<file path="config.mk">
export PLATFORM = sky130hd
export DESIGN_NAME = md_iter_unit
export DESIGN_NICKNAME = d
export VERILOG_FILES = /design/src/rtl/md_iter_unit.sv
export SDC_FILE = /design/constraint.sdc
export NUM_CORES = 2
export LEC_CHECK = 0
export ABC_AREA = 1
export CELL_PAD_IN_SITES_DETAIL_PLACEMENT = 2
export CELL_PAD_IN_SITES_GLOBAL_PLACEMENT = 2
export CORE_MARGIN = 4
export CORE_UTILIZATION = 40
export CTS_BUF_LIST = sky130_fd_sc_hd__clkbuf_4 sky130_fd_sc_hd__clkbuf_8 sky130_fd_sc_hd__clkbuf_16
export DETAILED_ROUTE_END_ITERATION = 8
export PLACE_DENSITY = 0.89
export SLEW_MARGIN = 20
export SYNTH_ARGS = -nofsm -noshare
export SYNTH_HDL_FRONTEND = slang
export SYNTH_SLANG_ARGS = --single-unit
export TNS_END_PERCENT = 1
</file>
<file path="constraint.sdc">
create_clock -name clk -period 11.3 [get_ports clk]
set_input_delay 1.695 -clock clk [delete_from_list [all_inputs] [get_ports clk]]
set_output_delay 1.695 -clock clk [all_outputs]
set_load 0.02 [all_outputs]
</file>
<file path="src/rtl/md_iter_unit.sv">
// ---------------------------------------------------------------------------
// md_iter_unit
//
// HI/LO multiply/divide unit for the E stage of a pipelined MIPS core.
// Multiplies are computed in one shot at issue and then held for a fixed
// MUL_LAT-cycle countdown. Divides run a real restoring divider producing one
// quotient bit per cycle, followed by one sign-fixup/commit cycle.
//
// Optional feature macro: MD_MACC_EN
//   defined   : ops 9..12 (madd, maddu, msub, msubu) accumulate into HI/LO
//               with multiply latency
//   undefined : ops 9..12 decode as "none"
//
// Parameters
//   XLEN     operand / HI / LO width
//   MUL_LAT  multiply latency (>= 1); HI/LO commit at end of cycle MUL_LAT
//
// Ports
//   clk    in   1     clock, all state updates on posedge
//   reset  in   1     synchronous active-high reset (HI, LO, FSM, temps)
//   req    in   1     exception/interrupt request; suppresses issue this cycle
//   op     in   4     0 none,1 mult,2 multu,3 div,4 divu,5 mfhi,6 mflo,
//                     7 mthi,8 mtlo,9 madd,10 maddu,11 msub,12 msubu
//   a      in   XLEN  rs operand (dividend, mthi/mtlo source)
//   b      in   XLEN  rt operand (divisor)
//   busy   out  1     stall request (combinational on the issuing op)
//   hilo   out  XLEN  architectural HI for mfhi, LO for mflo, else 0
// ---------------------------------------------------------------------------
module md_iter_unit #(
  parameter int XLEN    = 32,
  parameter int MUL_LAT = 5
) (
  input  logic            clk,
  input  logic            reset,
  input  logic            req,
  input  logic [3:0]      op,
  input  logic [XLEN-1:0] a,
  input  logic [XLEN-1:0] b,
  output logic            busy,
  output logic [XLEN-1:0] hilo
);

  localparam int CNT_MAX = (XLEN > MUL_LAT) ? XLEN : MUL_LAT;
  localparam int CNT_W   = $clog2(CNT_MAX + 1);

  localparam logic [XLEN-1:0]  ONE     = XLEN'(1);
  localparam logic [CNT_W-1:0] CNT_ONE = CNT_W'(1);

  localparam logic [3:0] OP_MULT  = 4'd1;
  localparam logic [3:0] OP_MULTU = 4'd2;
  localparam logic [3:0] OP_DIV   = 4'd3;
  localparam logic [3:0] OP_DIVU  = 4'd4;
  localparam logic [3:0] OP_MFHI  = 4'd5;
  localparam logic [3:0] OP_MFLO  = 4'd6;
  localparam logic [3:0] OP_MTHI  = 4'd7;
  localparam logic [3:0] OP_MTLO  = 4'd8;
`ifdef MD_MACC_EN
  localparam logic [3:0] OP_MADD  = 4'd9;
  localparam logic [3:0] OP_MADDU = 4'd10;
  localparam logic [3:0] OP_MSUB  = 4'd11;
  localparam logic [3:0] OP_MSUBU = 4'd12;
`endif

  typedef enum logic [1:0] {
    S_IDLE = 2'd0,
    S_MUL  = 2'd1,
    S_DIV  = 2'd2,
    S_FIX  = 2'd3
  } state_e;

  // -------------------------------------------------------------------------
  // State
  // -------------------------------------------------------------------------
  state_e                state_q, state_d;
  logic [CNT_W-1:0]      cnt_q, cnt_d;
  logic [XLEN-1:0]       hi_q, hi_d;
  logic [XLEN-1:0]       lo_q, lo_d;
  logic [2*XLEN-1:0]     prod_q, prod_d;   // multiply result waiting to commit
  logic [XLEN-1:0]       quo_q, quo_d;     // dividend shifts out, quotient shifts in
  logic [XLEN-1:0]       rem_q, rem_d;     // partial remainder
  logic [XLEN-1:0]       dvsr_q, dvsr_d;   // divisor magnitude
  logic                  q_neg_q, q_neg_d; // negate quotient at fixup
  logic                  r_neg_q, r_neg_d; // negate remainder at fixup

  // -------------------------------------------------------------------------
  // Op decode
  // -------------------------------------------------------------------------
  logic is_mul, is_div, mul_signed, div_signed;
  logic is_mthi, is_mtlo;
`ifdef MD_MACC_EN
  logic mul_acc, mul_sub;
`endif

  always_comb begin
    is_mul     = 1'b0;
    is_div     = 1'b0;
    mul_signed = 1'b0;
    div_signed = 1'b0;
`ifdef MD_MACC_EN
    mul_acc    = 1'b0;
    mul_sub    = 1'b0;
`endif
    case (op)
      OP_MULT:  begin is_mul = 1'b1; mul_signed = 1'b1; end
      OP_MULTU: begin is_mul = 1'b1; end
      OP_DIV:   begin is_div = 1'b1; div_signed = 1'b1; end
      OP_DIVU:  begin is_div = 1'b1; end
`ifdef MD_MACC_EN
      OP_MADD:  begin is_mul = 1'b1; mul_signed = 1'b1; mul_acc = 1'b1; end
      OP_MADDU: begin is_mul = 1'b1; mul_acc = 1'b1; end
      OP_MSUB:  begin is_mul = 1'b1; mul_signed = 1'b1; mul_acc = 1'b1; mul_sub = 1'b1; end
      OP_MSUBU: begin is_mul = 1'b1; mul_acc = 1'b1; mul_sub = 1'b1; end
`endif
      default: ;
    endcase
  end

  assign is_mthi = (op == OP_MTHI);
  assign is_mtlo = (op == OP_MTLO);

  logic idle, start, issue, wr_ok;

  assign idle  = (state_q == S_IDLE);
  assign start = is_mul | is_div;
  // Only ops seen in IDLE with no pending exception are accepted; anything
  // presented mid-operation is ignored because the pipeline is stalled.
  assign wr_ok = idle & ~req;
  assign issue = start & wr_ok;
  // Combinational term lets the hazard unit stall in the issue cycle itself.
  assign busy  = issue | ~idle;

  // -------------------------------------------------------------------------
  // Multiply datapath (evaluated at issue, result parked in prod_q)
  // -------------------------------------------------------------------------
  logic [2*XLEN-1:0] a_ext, b_ext, prod, mul_res;

  always_comb begin
    a_ext = mul_signed ? {{XLEN{a[XLEN-1]}}, a} : {{XLEN{1'b0}}, a};
    b_ext = mul_signed ? {{XLEN{b[XLEN-1]}}, b} : {{XLEN{1'b0}}, b};
    // Low 2*XLEN bits of the sign-extended product equal the signed product.
    prod  = a_ext * b_ext;
`ifdef MD_MACC_EN
    // Accumulate onto HI/LO as they stand at issue; wraps mod 2^(2*XLEN).
    if (mul_acc) begin
      mul_res = mul_sub ? ({hi_q, lo_q} - prod) : ({hi_q, lo_q} + prod);
    end else begin
      mul_res = prod;
    end
`else
    mul_res = prod;
`endif
  end

  // -------------------------------------------------------------------------
  // Divide datapath
  // -------------------------------------------------------------------------
  logic            a_neg, b_neg;
  logic [XLEN-1:0] a_mag, b_mag;
  logic [XLEN:0]   div_shift, div_diff;
  logic            div_fit;

  assign a_neg = div_signed & a[XLEN-1];
  assign b_neg = div_signed & b[XLEN-1];
  assign a_mag = a_neg ? (~a + ONE) : a;
  assign b_mag = b_neg ? (~b + ONE) : b;

  // One restoring step: bring in the next dividend bit, try to subtract.
  // With a zero divisor every trial fits, which yields an all-ones quotient
  // and leaves the dividend magnitude in the remainder.
  assign div_shift = {rem_q, quo_q[XLEN-1]};
  assign div_diff  = div_shift - {1'b0, dvsr_q};
  assign div_fit   = ~div_diff[XLEN];

  // -------------------------------------------------------------------------
  // Next-state logic
  // -------------------------------------------------------------------------
  always_comb begin
    state_d = state_q;
    cnt_d   = cnt_q;
    hi_d    = hi_q;
    lo_d    = lo_q;
    prod_d  = prod_q;
    quo_d   = quo_q;
    rem_d   = rem_q;
    dvsr_d  = dvsr_q;
    q_neg_d = q_neg_q;
    r_neg_d = r_neg_q;

    case (state_q)
      S_IDLE: begin
        if (wr_ok) begin
          if (is_mthi) hi_d = a;
          if (is_mtlo) lo_d = a;
          if (is_mul) begin
            prod_d  = mul_res;
            cnt_d   = CNT_W'(MUL_LAT);
            state_d = S_MUL;
          end
          if (is_div) begin
            quo_d   = a_mag;
            rem_d   = '0;
            dvsr_d  = b_mag;
            q_neg_d = a_neg ^ b_neg;
            r_neg_d = a_neg;
            cnt_d   = CNT_W'(XLEN);
            state_d = S_DIV;
          end
        end
      end

      S_MUL: begin
        if (cnt_q == CNT_ONE) begin
          hi_d    = prod_q[2*XLEN-1:XLEN];
          lo_d    = prod_q[XLEN-1:0];
          cnt_d   = '0;
          state_d = S_IDLE;
        end else begin
          cnt_d = cnt_q - CNT_ONE;
        end
      end

      S_DIV: begin
        quo_d = {quo_q[XLEN-2:0], div_fit};
        rem_d = div_fit ? div_diff[XLEN-1:0] : div_shift[XLEN-1:0];
        cnt_d = cnt_q - CNT_ONE;
        if (cnt_q == CNT_ONE) state_d = S_FIX;
      end

      S_FIX: begin
        // Most-negative / -1 falls out naturally: negating 2^(XLEN-1)
        // reproduces itself, and the remainder is zero.
        lo_d    = q_neg_q ? (~quo_q + ONE) : quo_q;
        hi_d    = r_neg_q ? (~rem_q + ONE) : rem_q;
        state_d = S_IDLE;
      end

      default: state_d = S_IDLE;
    endcase
  end

  always_ff @(posedge clk) begin
    if (reset) begin
      state_q <= S_IDLE;
      cnt_q   <= '0;
      hi_q    <= '0;
      lo_q    <= '0;
      prod_q  <= '0;
      quo_q   <= '0;
      rem_q   <= '0;
      dvsr_q  <= '0;
      q_neg_q <= 1'b0;
      r_neg_q <= 1'b0;
    end else begin
      state_q <= state_d;
      cnt_q   <= cnt_d;
      hi_q    <= hi_d;
      lo_q    <= lo_d;
      prod_q  <= prod_d;
      quo_q   <= quo_d;
      rem_q   <= rem_d;
      dvsr_q  <= dvsr_d;
      q_neg_q <= q_neg_d;
      r_neg_q <= r_neg_d;
    end
  end

  // -------------------------------------------------------------------------
  // Architectural HI/LO read port
  // -------------------------------------------------------------------------
  always_comb begin
    hilo = '0;
    if (op == OP_MFHI)      hilo = hi_q;
    else if (op == OP_MFLO) hilo = lo_q;
  end

endmodule

</file>
==> results_dict.tcl, run 1 <==
set metrics [dict create \
    status "did not finish" \
    lastStage "global routing (5_1_grt)" \
    firstError "[ERROR GRT-0116] Global routing finished with congestion. Check the congestion regions in the DRC Viewer." \
    place_hpwl_um 326000 \
    gp_congestion 1.02 \
    ys_types 62 \
    postCtsHoldBufs 0 \
    overflow 12 \
    synth_edf_count 0 \
    rows 147 \
    ctsHtreeMaxLevel 2 \
    avgSynthCellArea_um2 7.70 \
    synth_top_area_share_pct 43.9 \
    ys_warn_count 0 \
    track_usage_pct 56.4 \
    grt_pass1_wl_um 666000 \
    syn_inst 8420 \
    yosysSeqAreaShare_pct 7.23 \
    syn_nets 10300 \
    cts_root_buf "clkbuf_16" \
    die_w_um 411 \
    initial_core_util_pct 40.3 \
    syn_area_um2 64800 \
    grt_pass1_vias 83000 \
    die_y_um 411 \
    synth_top_cell_by_area "fa_1" \
    place_ws_ps -1040 \
    synthTopCellsByArea "fa_1 (44%), inv_1 (14%), nand2_1 (10%)" \
    cts_setup_buffers 0 \
    async_flop_share_pct 0 \
    port_buffers 103 \
    synth_seq_cells 234 \
    ios 104 \
    grt_max_degree 89 \
    clock_path_buffers 3 \
    cts_sinks 234 \
    numCtsBuffers 34 \
    ys.flop_type "dfxtp_1" \
    dp_cells 10500 \
]
## Yosys cell counts, drive strengths merged, types with 61 or more instances
cell	number
nor3	61
buf	103
a21oi	310
nand2	1749
dfxtp	234
nand3	271
inv	2399
fa	1422
xor2	73
ha	350
nor2	486
clkbuf	287
o21ai	314
## kinds of logic after synthesis
logic type / Yosys count / synth area share, %
buffers and inverters: 2791 / 16.3
and+or+nand+nor: 2657 / 16.7
adders and majority gates: 1772 / 50.7
AOI/OAI and AO/OA: 843 / 7.47
DFF: 234 / 7.23
xor gates and xnor gates: 123 / 1.66
## through the flow
step	area (um^2)	hold slack, ps
after floorplan	64800	435
after global placement	69100	451
after detailed placement	69100	481
after CTS	70300	500
## layer usage
| metal | track usage, % | overflow |
|---|---|---|
| met2 | 77.0 | 3 |
| met3 | 36.5 | 1 |
| met5 | 21.6 | 1 |
| met4 | 54.9 | 7 |
| met1 | 55.2 | 0 |
## timing repair
item,in CTS
resized for setup,11
gates cloned,0
pin swaps,0
setup endpoints to repair,3
==> inputs of run 2 (changes only) <==
==> config.mk (replaced) <==
export PLATFORM = sky130hd
export DESIGN_NAME = md_iter_unit
export DESIGN_NICKNAME = d
export VERILOG_FILES = /design/src/rtl/md_iter_unit.sv
export SDC_FILE = /design/constraint.sdc
export NUM_CORES = 2
export LEC_CHECK = 0
export ABC_AREA = 1
export CORE_MARGIN = 4
export CORE_UTILIZATION = 35
export DETAILED_ROUTE_END_ITERATION = 8
export PLACE_DENSITY_LB_ADDON = 0.15
export SLEW_MARGIN = 20
export SYNTH_ARGS = -nofsm -noshare
export SYNTH_HDL_FRONTEND = slang
export SYNTH_SLANG_ARGS = --single-unit
export TNS_END_PERCENT = 1
==> run 2 against run 1 <==
The run now ends clean. Synthesized area is the same. Synthesized cell count is the same.
==> results_dict.tcl, run 2 <==
set metrics [dict create \
    fin_tns_setup_ps 0 \
    die_y_um 438 \
    yosysSeqAreaShare_pct 7.23 \
    synth_seq_cells 234 \
    initial_core_util_pct 35.3 \
    layout_common_cells "inv_1 (2372), nand2_1 (1741), fa_1 (1422), nor2_1 (471), ha_1 (349)" \
    slew_viol_final 0 \
    drt_first_pass_iters 6 \
    ctsHtreeMaxLevel 1 \
    fin_nets 10300 \
    cts_root_buf "clkbuf_16" \
    fin_cells 11000 \
    grt_setup_unrepaired "false" \
    placed_cell_area_um2 69600 \
    drcViolationCount 0 \
    syn_area_um2 64800 \
    wl_um 254000 \
    synth_common_cells "inv_1 (2374), nand2_1 (1742), fa_1 (1422)" \
    cp_slowest_cell "fa_1" \
    drive_gt1_share_pct 6.14 \
    final.fill_count 19400 \
    grt_pass1_wl_um 382000 \
    ys_types 62 \
    synthTopCellsByArea "fa_1 (44%), inv_1 (14%), nand2_1 (10%)" \
    largest_reg_flops 64 \
    numCtsBuffers 30 \
    critPathCaptureType "flop" \
    rows 157 \
    final_hold_viol_count 0 \
    max-cap-violations 0 \
    worstPathArrival_ps 11300 \
    die_area_um2 192000 \
    register_area_um2 4680 \
    place_hpwl_um 217000 \
    ant_nets 0 \
    via_per_inst 4.94 \
    period_needed_ps 10810 \
    clock_path_buffers 3 \
    fp.coreArea_um2 184000 \
    gp_congestion 0.995 \
    track_usage_pct 26.7 \
    wl_per_cell_um 23.1 \
    r2r_slack_ps 7470 \
    postLayoutCellArea_um2 70700 \
    critPathKind "primary input to flop" \
    fmax_mhz 92.5 \
    slew_headroom_pct 28.5 \
    overflow 0 \
    dp_cells 10900 \
    syn_inst 8420 \
    grt_max_degree 81 \
    syn_nets 10300 \
    synth_edf_count 0 \
    async_flop_share_pct 0 \
    finalCritPeriodShare_pct 95.6 \
    grt_pass1_vias 57900 \
    ys.flop_type "dfxtp_1" \
    cts_setup_buffers 0 \
    ios 104 \
    drt-initial-drc-count 4247 \
    clk_latency_ps 610 \
    largest-register "prod_q" \
    multi_input_area_um2 49600 \
    antenna_found_initial 21 \
    vias 54200 \
    tritoncts "built" \
    avgSynthCellArea_um2 7.70 \
    setup_viol 0 \
    die_w_um 438 \
    cts_sinks 234 \
    postCtsHoldBufs 0 \
    cp_max_fo 6 \
    synth_most_common_cell "inv_1" \
    clkTransAtPathRegs_ps 60 \
    area_growth_pct 9.02 \
    status "completed" \
    skew_ps 15.5 \
    synth_top_cell_by_area "fa_1" \
    cts_resized 0 \
    max_stage_delay_ps 650 \
    final_common_cell "inv_1" \
    port_buffers 103 \
    hp-class "flop to flop" \
    synth_top_area_share_pct 43.9 \
    ys_warn_count 0 \
    crit_required_ps 11790 \
    worst_setup_path_start_kind "primary input" \
    critPathMostFrequentCell "fa_1" \
    worst_slew_pin_slew_ps 1070 \
]
[run 2: cell families (layout without fill, tap and decap cells)]
logic type | count (synthesis) | in the layout | synth area share (%)
xor+xnor | 123 | 123 | 1.66
fa+ha+maj | 1772 | 1772 | 50.7
compound gates | 843 | 843 | 7.47
flops | 234 | 234 | 7.23
buf+inv | 2791 | 2876 | 16.3
other cells | 0 | 10 | 0
simple gates | 2657 | 2657 | 16.7
[run 2: cell type report]
class,count,area share (%)
clock inverters,13,0.281
flip-flops and latches,234,6.63
clock buffers,40,1.19
inverters,2401,12.8
multi-input cells,5395,70.2
diodes,10,0.0354
repair buffers,422,4.58
well taps,2464,4.36
[run 2: final timing paths]
kind                   start    endpoint  cells past startpoint
hold / removal       hi_q[8]     hi_q[8]                      2
setup / recovery       op[0]  prod_q[50]                     34
setup reg to reg  state_q[0]    rem_q[2]                     12
hold reg to reg      hi_q[8]     hi_q[8]                      2
[run 2: layer usage]
layer,share of wire (%),vias up,GRT usage (%)
li1,-,24700,-
met1,43,27700,35.7
met2,48,1616,46.2
met3,5.3,294,2.18
met4,3.6,2,7.91
met5,0.0043,-,0
[run 2: critical path: cells and delay by family]
| kind | cells | cell delay (ps) |
|---|---|---|
| adders and majority gates | 11 | 5710 |
| and+or+nand+nor | 6 | 1020 |
| AOI/OAI and AO/OA | 5 | 1050 |
| buffers and inverters | 12 | 1810 |
[run 2: stage by stage]
stage	worst slack, ps	hold WS, ps	utilization (%)
floorplan	893	435	-
global placement	38.6	451	37.9
detailed placement	12.9	460	37.9
CTS	607	469	38.5
global route	232	498	38.5
finish	494	468	38.5
Power of run 2 is not shown: default switching activity piles up to over one toggle a cycle in this logic, so the estimate is an artifact.
